--- config.mk ---
export PLATFORM = sky130hd
export DESIGN_NAME = dma_w_burst_split
export DESIGN_NICKNAME = d
export VERILOG_FILES = /design/src/rtl/dma_w_burst_split.sv
export SDC_FILE = /design/constraint.sdc
export NUM_CORES = 1
export LEC_CHECK = 0
export CORE_ASPECT_RATIO = 1.2
export CORE_UTILIZATION = 30
export DETAILED_ROUTE_END_ITERATION = 8
export PLACE_DENSITY_LB_ADDON = 0.1
export SYNTH_ARGS = -nofsm -noshare
export SYNTH_HDL_FRONTEND = slang
export SYNTH_SLANG_ARGS = --single-unit
--- constraint.sdc ---
create_clock -name clk -period 4.7 [get_ports clk]
set_clock_uncertainty 0.2 [all_clocks]
set_input_delay 0.47 -clock clk [delete_from_list [all_inputs] [get_ports clk]]
set_output_delay 0.47 -clock clk [all_outputs]
set_load 0.01 [all_outputs]
--- src/rtl/dma_w_burst_split.sv ---
`default_nettype none
// ============================================================================
//  Module      : dma_w_burst_split
//  Description : Accepts a write transfer command, buffers source data in a
//                FIFO and issues AXI INCR bursts (at most MAX_BURST beats and
//                never crossing a 4 KB boundary) to the DMA write engine.
//  Revision    : 1.0  initial release
// ============================================================================
module dma_w_burst_split #(
    parameter int ADDR_W     = 32,
    parameter int DMA_DATA_W = 32,
    parameter int LEN_W      = 16,
    parameter int MAX_BURST  = 16,
    parameter int FIFO_DEPTH = 32,
    parameter int AXI_LEN_W  = 8
) (
    input  logic                    clk,
    input  logic                    rst,
    input  logic                    cmd_valid,
    output logic                    cmd_ready,
    input  logic [ADDR_W-1:0]       cmd_addr,
    input  logic [LEN_W-1:0]        cmd_len,
    input  logic                    in_valid,
    output logic                    in_ready,
    input  logic [DMA_DATA_W-1:0]   in_data,
    input  logic [DMA_DATA_W/8-1:0] in_strb,
    output logic                    valid,
    output logic [ADDR_W-1:0]       addr,
    output logic [AXI_LEN_W-1:0]    dma_len,
    output logic [DMA_DATA_W-1:0]   wdata,
    output logic [DMA_DATA_W/8-1:0] wstrb,
    input  logic                    ready,
    input  logic                    dma_ready,
    input  logic                    error,
    output logic                    busy,
    output logic                    done,
    output logic                    err
);

    localparam int c_STRB_W  = DMA_DATA_W / 8;
    localparam int c_SHIFT   = $clog2(c_STRB_W);
    localparam int c_PTR_W   = $clog2(FIFO_DEPTH);
    localparam int c_CNT_W   = c_PTR_W + 1;
    localparam int c_ENTRY_W = DMA_DATA_W + c_STRB_W;
    localparam logic [ADDR_W-1:0] c_ALIGN_MASK = ~ADDR_W'((1 << c_SHIFT) - 1);

    localparam logic [2:0] c_IDLE  = 3'd0;
    localparam logic [2:0] c_FILL  = 3'd1;
    localparam logic [2:0] c_ISSUE = 3'd2;
    localparam logic [2:0] c_DATA  = 3'd3;
    localparam logic [2:0] c_RESP  = 3'd4;
    localparam logic [2:0] c_DONE  = 3'd5;

    logic [2:0]           r_state;
    logic                 r_alive;
    logic [c_ENTRY_W-1:0] r_mem [FIFO_DEPTH];
    logic [c_PTR_W-1:0]   r_wr_ptr;
    logic [c_PTR_W-1:0]   r_rd_ptr;
    logic [c_CNT_W-1:0]   r_count;
    logic [LEN_W-1:0]     r_rem;
    logic [ADDR_W-1:0]    r_cur_addr;
    logic [8:0]           r_beats;
    logic [8:0]           r_beat_cnt;
    logic [ADDR_W-1:0]    r_addr;
    logic [AXI_LEN_W-1:0] r_dma_len;
    logic                 r_err;

    logic                 w_push;
    logic                 w_pop;
    logic [ADDR_W-1:0]    w_cmd_aligned;
    logic [c_ENTRY_W-1:0] w_head;

    // Beats of the next burst: limited by words left, MAX_BURST and the
    // distance (in words) to the next 4 KB boundary.
    function automatic logic [8:0] f_calc_beats(input logic [11:0] a_lo,
                                                input logic [LEN_W-1:0] rem);
        logic [12:0] room;
        logic [31:0] n;
        room = (13'd4096 - {1'b0, a_lo}) >> c_SHIFT;
        n    = 32'(room);
        if (32'(MAX_BURST) < n) n = 32'(MAX_BURST);
        if (32'(rem) < n)       n = 32'(rem);
        return n[8:0];
    endfunction

    assign w_cmd_aligned = cmd_addr & c_ALIGN_MASK;
    assign w_push        = in_valid && in_ready;
    assign w_pop         = ready && (r_state == c_DATA);
    assign w_head        = r_mem[r_rd_ptr];

    // r_alive keeps the ready outputs low while reset is held
    assign cmd_ready     = r_alive && (r_state == c_IDLE);
    assign in_ready      = r_alive && (r_count < c_CNT_W'(FIFO_DEPTH));
    assign {wstrb, wdata} = (r_count != '0) ? w_head : '0;
    assign valid         = (r_state == c_ISSUE) || (r_state == c_DATA);
    assign addr          = r_addr;
    assign dma_len       = r_dma_len;
    assign busy          = (r_state != c_IDLE);
    assign done          = (r_state == c_DONE);
    assign err           = r_err;

    // FIFO storage; contents are don't-care until written
    always_ff @(posedge clk) begin
        if (w_push) begin
            r_mem[r_wr_ptr] <= {in_strb, in_data};
        end
    end

    // FIFO pointers and occupancy
    always_ff @(posedge clk) begin
        if (!rst) begin
            r_wr_ptr <= '0;
            r_rd_ptr <= '0;
            r_count  <= '0;
        end else begin
            if (w_push) r_wr_ptr <= r_wr_ptr + 1'b1;
            if (w_pop)  r_rd_ptr <= r_rd_ptr + 1'b1;
            case ({w_push, w_pop})
                2'b10:   r_count <= r_count + 1'b1;
                2'b01:   r_count <= r_count - 1'b1;
                default: r_count <= r_count;
            endcase
        end
    end

    // Command / burst sequencing
    always_ff @(posedge clk) begin
        if (!rst) begin
            r_state    <= c_IDLE;
            r_alive    <= 1'b0;
            r_rem      <= '0;
            r_cur_addr <= '0;
            r_beats    <= '0;
            r_beat_cnt <= '0;
            r_addr     <= '0;
            r_dma_len  <= '0;
            r_err      <= 1'b0;
        end else begin
            r_alive <= 1'b1;
            case (r_state)
                c_IDLE: begin
                    if (cmd_valid && cmd_ready) begin
                        r_cur_addr <= w_cmd_aligned;
                        r_rem      <= cmd_len;
                        r_err      <= 1'b0;
                        r_beat_cnt <= '0;
                        if (cmd_len == '0) begin
                            r_state <= c_DONE;
                        end else begin
                            r_beats <= f_calc_beats(w_cmd_aligned[11:0], cmd_len);
                            r_state <= c_FILL;
                        end
                    end
                end
                c_FILL: begin
                    // Issue only once the whole burst is buffered so pops never underrun
                    if (32'(r_count) >= 32'(r_beats)) begin
                        r_addr    <= r_cur_addr;
                        r_dma_len <= AXI_LEN_W'(r_beats - 9'd1);
                        r_state   <= c_ISSUE;
                    end
                end
                c_ISSUE: begin
                    r_state <= c_DATA;
                end
                c_DATA: begin
                    if (ready) begin
                        if (r_beat_cnt == r_beats - 9'd1) begin
                            r_rem      <= r_rem - LEN_W'(r_beats);
                            r_cur_addr <= r_cur_addr + (ADDR_W'(r_beats) << c_SHIFT);
                            r_beat_cnt <= '0;
                            r_state    <= c_RESP;
                        end else begin
                            r_beat_cnt <= r_beat_cnt + 9'd1;
                        end
                    end
                end
                c_RESP: begin
                    // Errors are accumulated but never abort the command
                    if (dma_ready) begin
                        r_err <= r_err | error;
                        if (r_rem != '0) begin
                            r_beats <= f_calc_beats(r_cur_addr[11:0], r_rem);
                            r_state <= c_FILL;
                        end else begin
                            r_state <= c_DONE;
                        end
                    end
                end
                c_DONE: begin
                    r_state <= c_IDLE;
                end
                default: begin
                    r_state <= c_IDLE;
                end
            endcase
        end
    end

endmodule
`default_nettype wire

# Word-level counts from Yosys, hierarchy flattened

Memory sizes are Yosys's and may differ from the RTL's. A register that Yosys moved wholly into a read port is not among the register bits.
Index checks and enable logic that the tools add are counted.

Equality and inequality tests: 15
Muxes and demuxes: 47
Shift operators: 0
Order comparisons: 6
$add $sub $neg: 10
$mul: 0
Reduce and logical (&&, ||, !) cells: 20
Divide/modulo/power cells: 0
Bitwise operators: 1

Operators by type and width:

| cell                   | count |
|---|---|
| $mux 32                | 11 |
| $mux 9                 | 9 |
| $lt 16x32->1           | 2 |
| $pmux 32 s2            | 1 |
| $mux 16                | 3 |
| $mux 36                | 1 |
| $pmux 9 s2             | 2 |
| $add 32x11->32         | 1 |
| $pmux 16 s2            | 1 |
| $sub 13x12->13 const A | 2 |
| $lt 5x11->1 const A    | 2 |
| $mux 11                | 2 |
| $mux 3                 | 7 |
| $logic_not 16->1       | 1 |
| $reduce_bool 16->1     | 1 |
| $sub 16x9->16          | 1 |
| $pmux 3 s5             | 1 |
| $pmux 6 s2             | 1 |
| $add 5x1->5 const B    | 2 |
| $mux 5                 | 2 |
| $ne 2x2->1 const B     | 5 |
| $reduce_and 5->1       | 2 |
| $add 9x1->9 const B    | 1 |
| $eq 9x9->1             | 1 |
| 23 further kinds       | 37 |

Output and inout bits: 82
Memories kept: 1
Bits in writable memories: 1152
Latch bits: 0
Memory bits (read-only): 0
Flip-flop bits (word level): 127

Memories:

| memory | depth | width | read ports | clocked after memory_dff | wr ports | line | text |
|---|---|---|---|---|---|---|---|
| r_mem  | 32    | 36    | 1          | 1                        | 1        | 56   | `logic [c_ENTRY_W-1:0] r_mem [FIFO_DEPTH];` |

# Longest topological paths before layout

Depth in word-level cells: 12
Mapped depth: 17
Gate-level depth less buffers: 15

# Worst setup path after synthesis

No wires, ideal clock.

Path type: input -> register
Start: in cmd_addr[2]
End: reg r_beats[4]
Data required time: 4405 ps
Cell stages on the path: 16
Path slack: 825 ps
Arrival: 3580 ps
Cell sequence: clkbuf_1 > inv_1 > ha_1 > o31a_1 > o311a_1 > a21oi_1 > nand2_1 > ha_1 > a21oi_1 > nand2_1 > a2111oi_0 > o21a_1 > clkbuf_1 > mux2i_1 > a21oi_1 > a221oi_1

Cells in the longest elaborated chain, start to end: 12

Ends and longest elaborated chain:

| what                 | line | text |
|---|---|---|
| start, declared      | 21   | `input logic [ADDR_W-1:0] cmd_addr,` |
| $sub 13x12->13 *     | 79   | `room = (13'd4096 - {1'b0, a_lo}) >> c_SHIFT;` |
| $lt 5x11->1          | 81   | `if (32'(MAX_BURST) < n) n = 32'(MAX_BURST);` |
| $mux 11 *            | 81   |  |
| $mux 32 *            | 147  | `if (cmd_len == '0) begin` |
| $mux 32 *            | 142  | `if (cmd_valid && cmd_ready) begin` |
| $mux 32 *            | 140  | `case (r_state)` |
| $mux 32 *            | 128  | `if (!rst) begin` |
| $lt 16x32->1         | 82   | `if (32'(rem) < n) n = 32'(rem);` |
| $mux 9 *             | 82   |  |
| $mux 9 *             | 147  |  |
| $mux 9 *             | 142  |  |
| $pmux 9 s2 *         | 140  |  |
| end signal, assigned | 150  | `r_beats <= f_calc_beats(w_cmd_aligned[11:0], cmd_len);` |
| end signal, assigned | 183  | `r_beats <= f_calc_beats(r_cur_addr[11:0], r_rem);` |
| end, declared        | 62   | `logic [8:0] r_beats;` |

Every way passes the cells marked *; elsewhere a longest branch is shown, timed or not. The select of a mux whose other input is x is not followed.
A chain may end at the register's enable or synchronous reset.

==> metrics <==
outcome complete, no violations; final net count 3198; post-synth top area cell edfxtp_1; clock latency on the worst-skew pair around 0.78 ns; drt pass-1 iters 7; register area roughly 0.037 mm2; slowest cell on the critical path mux4_2; cell internal pwr ~20000 uW; clock tree from TritonCTS built; maximum buffer depth of the clock tree 3; synthesis-stage register bit count 1280; Leak 0.01886 uW; worst r2r dst r_beats[3]$_SDFFE_PN0P_; total die area 0.1748 mm2; worst-margin pin slew approximately 1.2 ns; DRC violations left 0; via count of the first global-routing pass between 20000 and 30000; largest cells by area after synthesis edfxtp_1, mux4_2, dfxtp_1, ha_1, nor2_1; utilization after layout 0.3609; Total Wirelength ~150000 um; RSZ-0062 raised after global routing yes; Yosys warnings 0; number of max-cap violations 0; wire length per cell 27.31 um; area occupied by multi-input gates 0.01430 mm2; standard cell core area about 0.17 mm2; synthesized netlist cell count approximately 2800; fin crit period between 4 and 5 ns; initial core utilization 0.3035; Combinational Power Share 0.116; Max transition margin 0.1720; fraction of final layout cells with drive strength greater than 1 0.2349; switching portion of total power 0.2483; area share of the leading cell type in the synthesized netlist 0.6661; count of flip-flops with a built-in enable after synthesis 1152; first-pass GRT wire length approximately 210000 um; Die Ht 457.8 um; Async SR Flop Fraction 0; hold bufs inserted after CTS 0; crit path to wdata[18]; root buf cell clkbuf_16; most common library cells after synthesis edfxtp_1, mux4_2, nor2_1; post-route cell area approximately 0.06 mm2; PortBufs between 150 and 200; achievable frequency 0.2197 GHz; flip-flop cell with the highest count after synthesis edfxtp_1; average cell area after synthesis 18.80 um2; Worst Path Max Fanout 48; GRT Resource Usage Total 0.1702; number of top-level design ports around 170; netlist area before placement between 0.05 and 0.06 mm2; antenna violations before repair 8; P_sw 6603 uW; total of fill cells in the finished design roughly 16000; worst vdd ir approximately 0.00033 V; portion of total power attributed to the clock network 0.402; Reg2Reg Launch Point r_cur_addr[2]$_SDFFE_PN0P_; part of the power in registers 0.482; most frequently used cell type in the post-synthesis netlist edfxtp_1; number of cell instances on the worst register-to-register path 12; number of standard-cell rows in the floorplan 166; post-route fraction of the period consumed by the critical path 0.9683; estimated wirelength of the detail-placed design ~85000 um; Worst path max stage delay between 0.5 and 0.6 ns; type of the worst min-delay path in2reg; total count of hold-check failures in the final report 0; critical-path cell list buf_12 -> mux4_2 -> mux4_2 -> mux2i_1 -> nor2_1 -> clkdlybuf4s50_1; number of H-tree branching levels 4; floorplan die width around 380 um; Data required, critical path between 4 and 5 ns; post-route total power about 27000 uW; routability congestion estimate from global placement roughly 0.79; worst setup path category reg2out; First DRT Iteration DRCs 2097; Antenna Violating Nets Remaining 0; most frequent CP cell mux4_2; number of vias in the routed layout about 27000; final sum of negative setup slack 0 ns; critical path arrival 3.88 ns; area growth from synthesis to final layout 18.94%; area post-placement about 0.057 mm2; final setup vio count 0; CP startpoint kind register; kind of end point of the critical path output pin; Cell Pwr Density around 430 mW/mm2; sequential fraction of the synthesis area 0.7154; routed vias/inst between 5 and 6; launch instance of the worst min-delay path cmd_addr[10]; clock-pin transition on the worst setup and hold timing paths about 0.06 ns; total clock sinks between 1000 and 1500; number of CTS-inserted buffers 140; Hold WS 0.09185 ns; register-to-register setup slack between 0.4 and 0.5 ns; total grt overflow 0; Synth cell types slightly above 80; pin count of the biggest net entering global routing a little over 70; post-CTS repair timing setup buffer count 0; final number of max-transition violations 0
## layout by cell type, fill, tap and decap left out, drive strengths merged, types with 8 or more instances in the layout
| cell type | count |
|---|---|
| a21oi | 94 |
| ha | 58 |
| and3 | 10 |
| o21a | 19 |
| or3 | 10 |
| nand4 | 22 |
| a211oi | 39 |
| clkdlybuf4s50 | 167 |
| xor2 | 20 |
| conb | 14 |
| buf | 111 |
| xnor2 | 20 |
| nor2 | 173 |
| nand3 | 20 |
| nand2 | 151 |
| a21o | 13 |
| clkinv | 57 |
| o21ai | 42 |
| nor2b | 10 |
| nor3 | 30 |
| clkbuf | 178 |
| nor4 | 10 |
| edfxtp | 1152 |
| o22ai | 9 |
| inv | 50 |
| a31oi | 10 |
| a311oi | 8 |
| bufinv | 9 |
| mux4 | 360 |
| dfxtp | 128 |
| mux2i | 41 |
## final cells by class
cell class                 instances  area share
sequential                      1280      0.6018
multi-input combinational       1300      0.2315
clock buffer                     178     0.05951
tap                             2268     0.04594
timing repair buffer             279     0.04584
clock inverter                    73     0.01256
inverter                          45    0.002755
antenna                            2  0.00008102
## layer usage
layer | global-route usage | wire, um | up-vias
met4 | 0.04486 | 2891 | 2
met2 | 0.2899 | 74640 | 703
met1 | 0.2241 | 64480 | 14760
met3 | 0.02811 | 6150 | 179
li1 | - | - | 11850
met5 | 0 | 13 | -
## how the worst min path moves through the flow
| stage | cells after the start | slack [ns] | to |
|---|---|---|---|
| after global routing | 3 | 0.07 | r_cur_addr[10]$_SDFFE_PN0P_ |
| after CTS | 3 | 0.01 | r_cur_addr[10]$_SDFFE_PN0P_ |
| after floorplan | 2 | 0.24 | addr[13]$_SDFFE_PN0P_ |
| after detailed placement | 2 | 0.25 | addr[18]$_SDFFE_PN0P_ |
| after global placement | 2 | 0.25 | addr[31]$_SDFFE_PN0P_ |
| final | 3 | 0.09 | r_cur_addr[10]$_SDFFE_PN0P_ |
## cells by family (layout without fill, tap and decap cells)
logic type	after synthesis	in the layout	share of synthesized area
adder cells (fa/ha/maj)	61	61	0.01513
AND/OR/NAND/NOR	475	475	0.04160
XOR/XNOR	43	43	0.008046
buffers and inverters	194	575	0.01508
AO/OA/AOI/OAI	302	302	0.03973
multiplexers	405	405	0.1649
flip-flops	1280	1280	0.7154
other	2	16	0.0001446
## sequential cells by signal, summed over array words and instances, names as in the netlist, named ones only
signal	count
r_cur_addr	30
r_rem	16
r_mem	1152
r_beats	9
dma_len	8
r_count	6
addr	30
r_alive	1
r_state	3
err	1
r_rd_ptr	5
r_wr_ptr	5
r_beat_cnt	9
## power by group through the flow
stage | Clock [uW] | Sequential, uW | Combinational (uW)
floorplan | 0 | 13000 | 1950
global placement | 0 | 13100 | 3080
detailed placement | 0 | 13100 | 3120
CTS | 11000 | 12800 | 3140
global route | 11400 | 12800 | 3390
finish | 10700 | 12800 | 3090
## repair_timing
action | CTS | global route
setup endpoints to repair | 6 | 9
resized for setup | 4 | 5
hold endpoints to repair | 0 | 0
pin swaps | 0 | 0
## worst max-delay path, delay by kind of cell (launching register included)
| kind | cells | cell delay, ns |
|---|---|---|
| simple gates | 1 | 0.09 |
| buf+inv | 2 | 0.90 |
| mux | 3 | 1.52 |
| flops | 1 | 0.53 |
## stage by stage
| step | worst slack [ns] | std cells |
|---|---|---|
| after global routing | -0.05089 | 5424 |
| after detailed placement | 0.1568 | 5172 |
| final | 0.1489 | 5425 |
| after CTS | -0.007075 | 5423 |
| after global placement | 0.2114 | 5172 |
| after floorplan | 0.8247 | 2774 |
(Power assumes the default switching activity.)
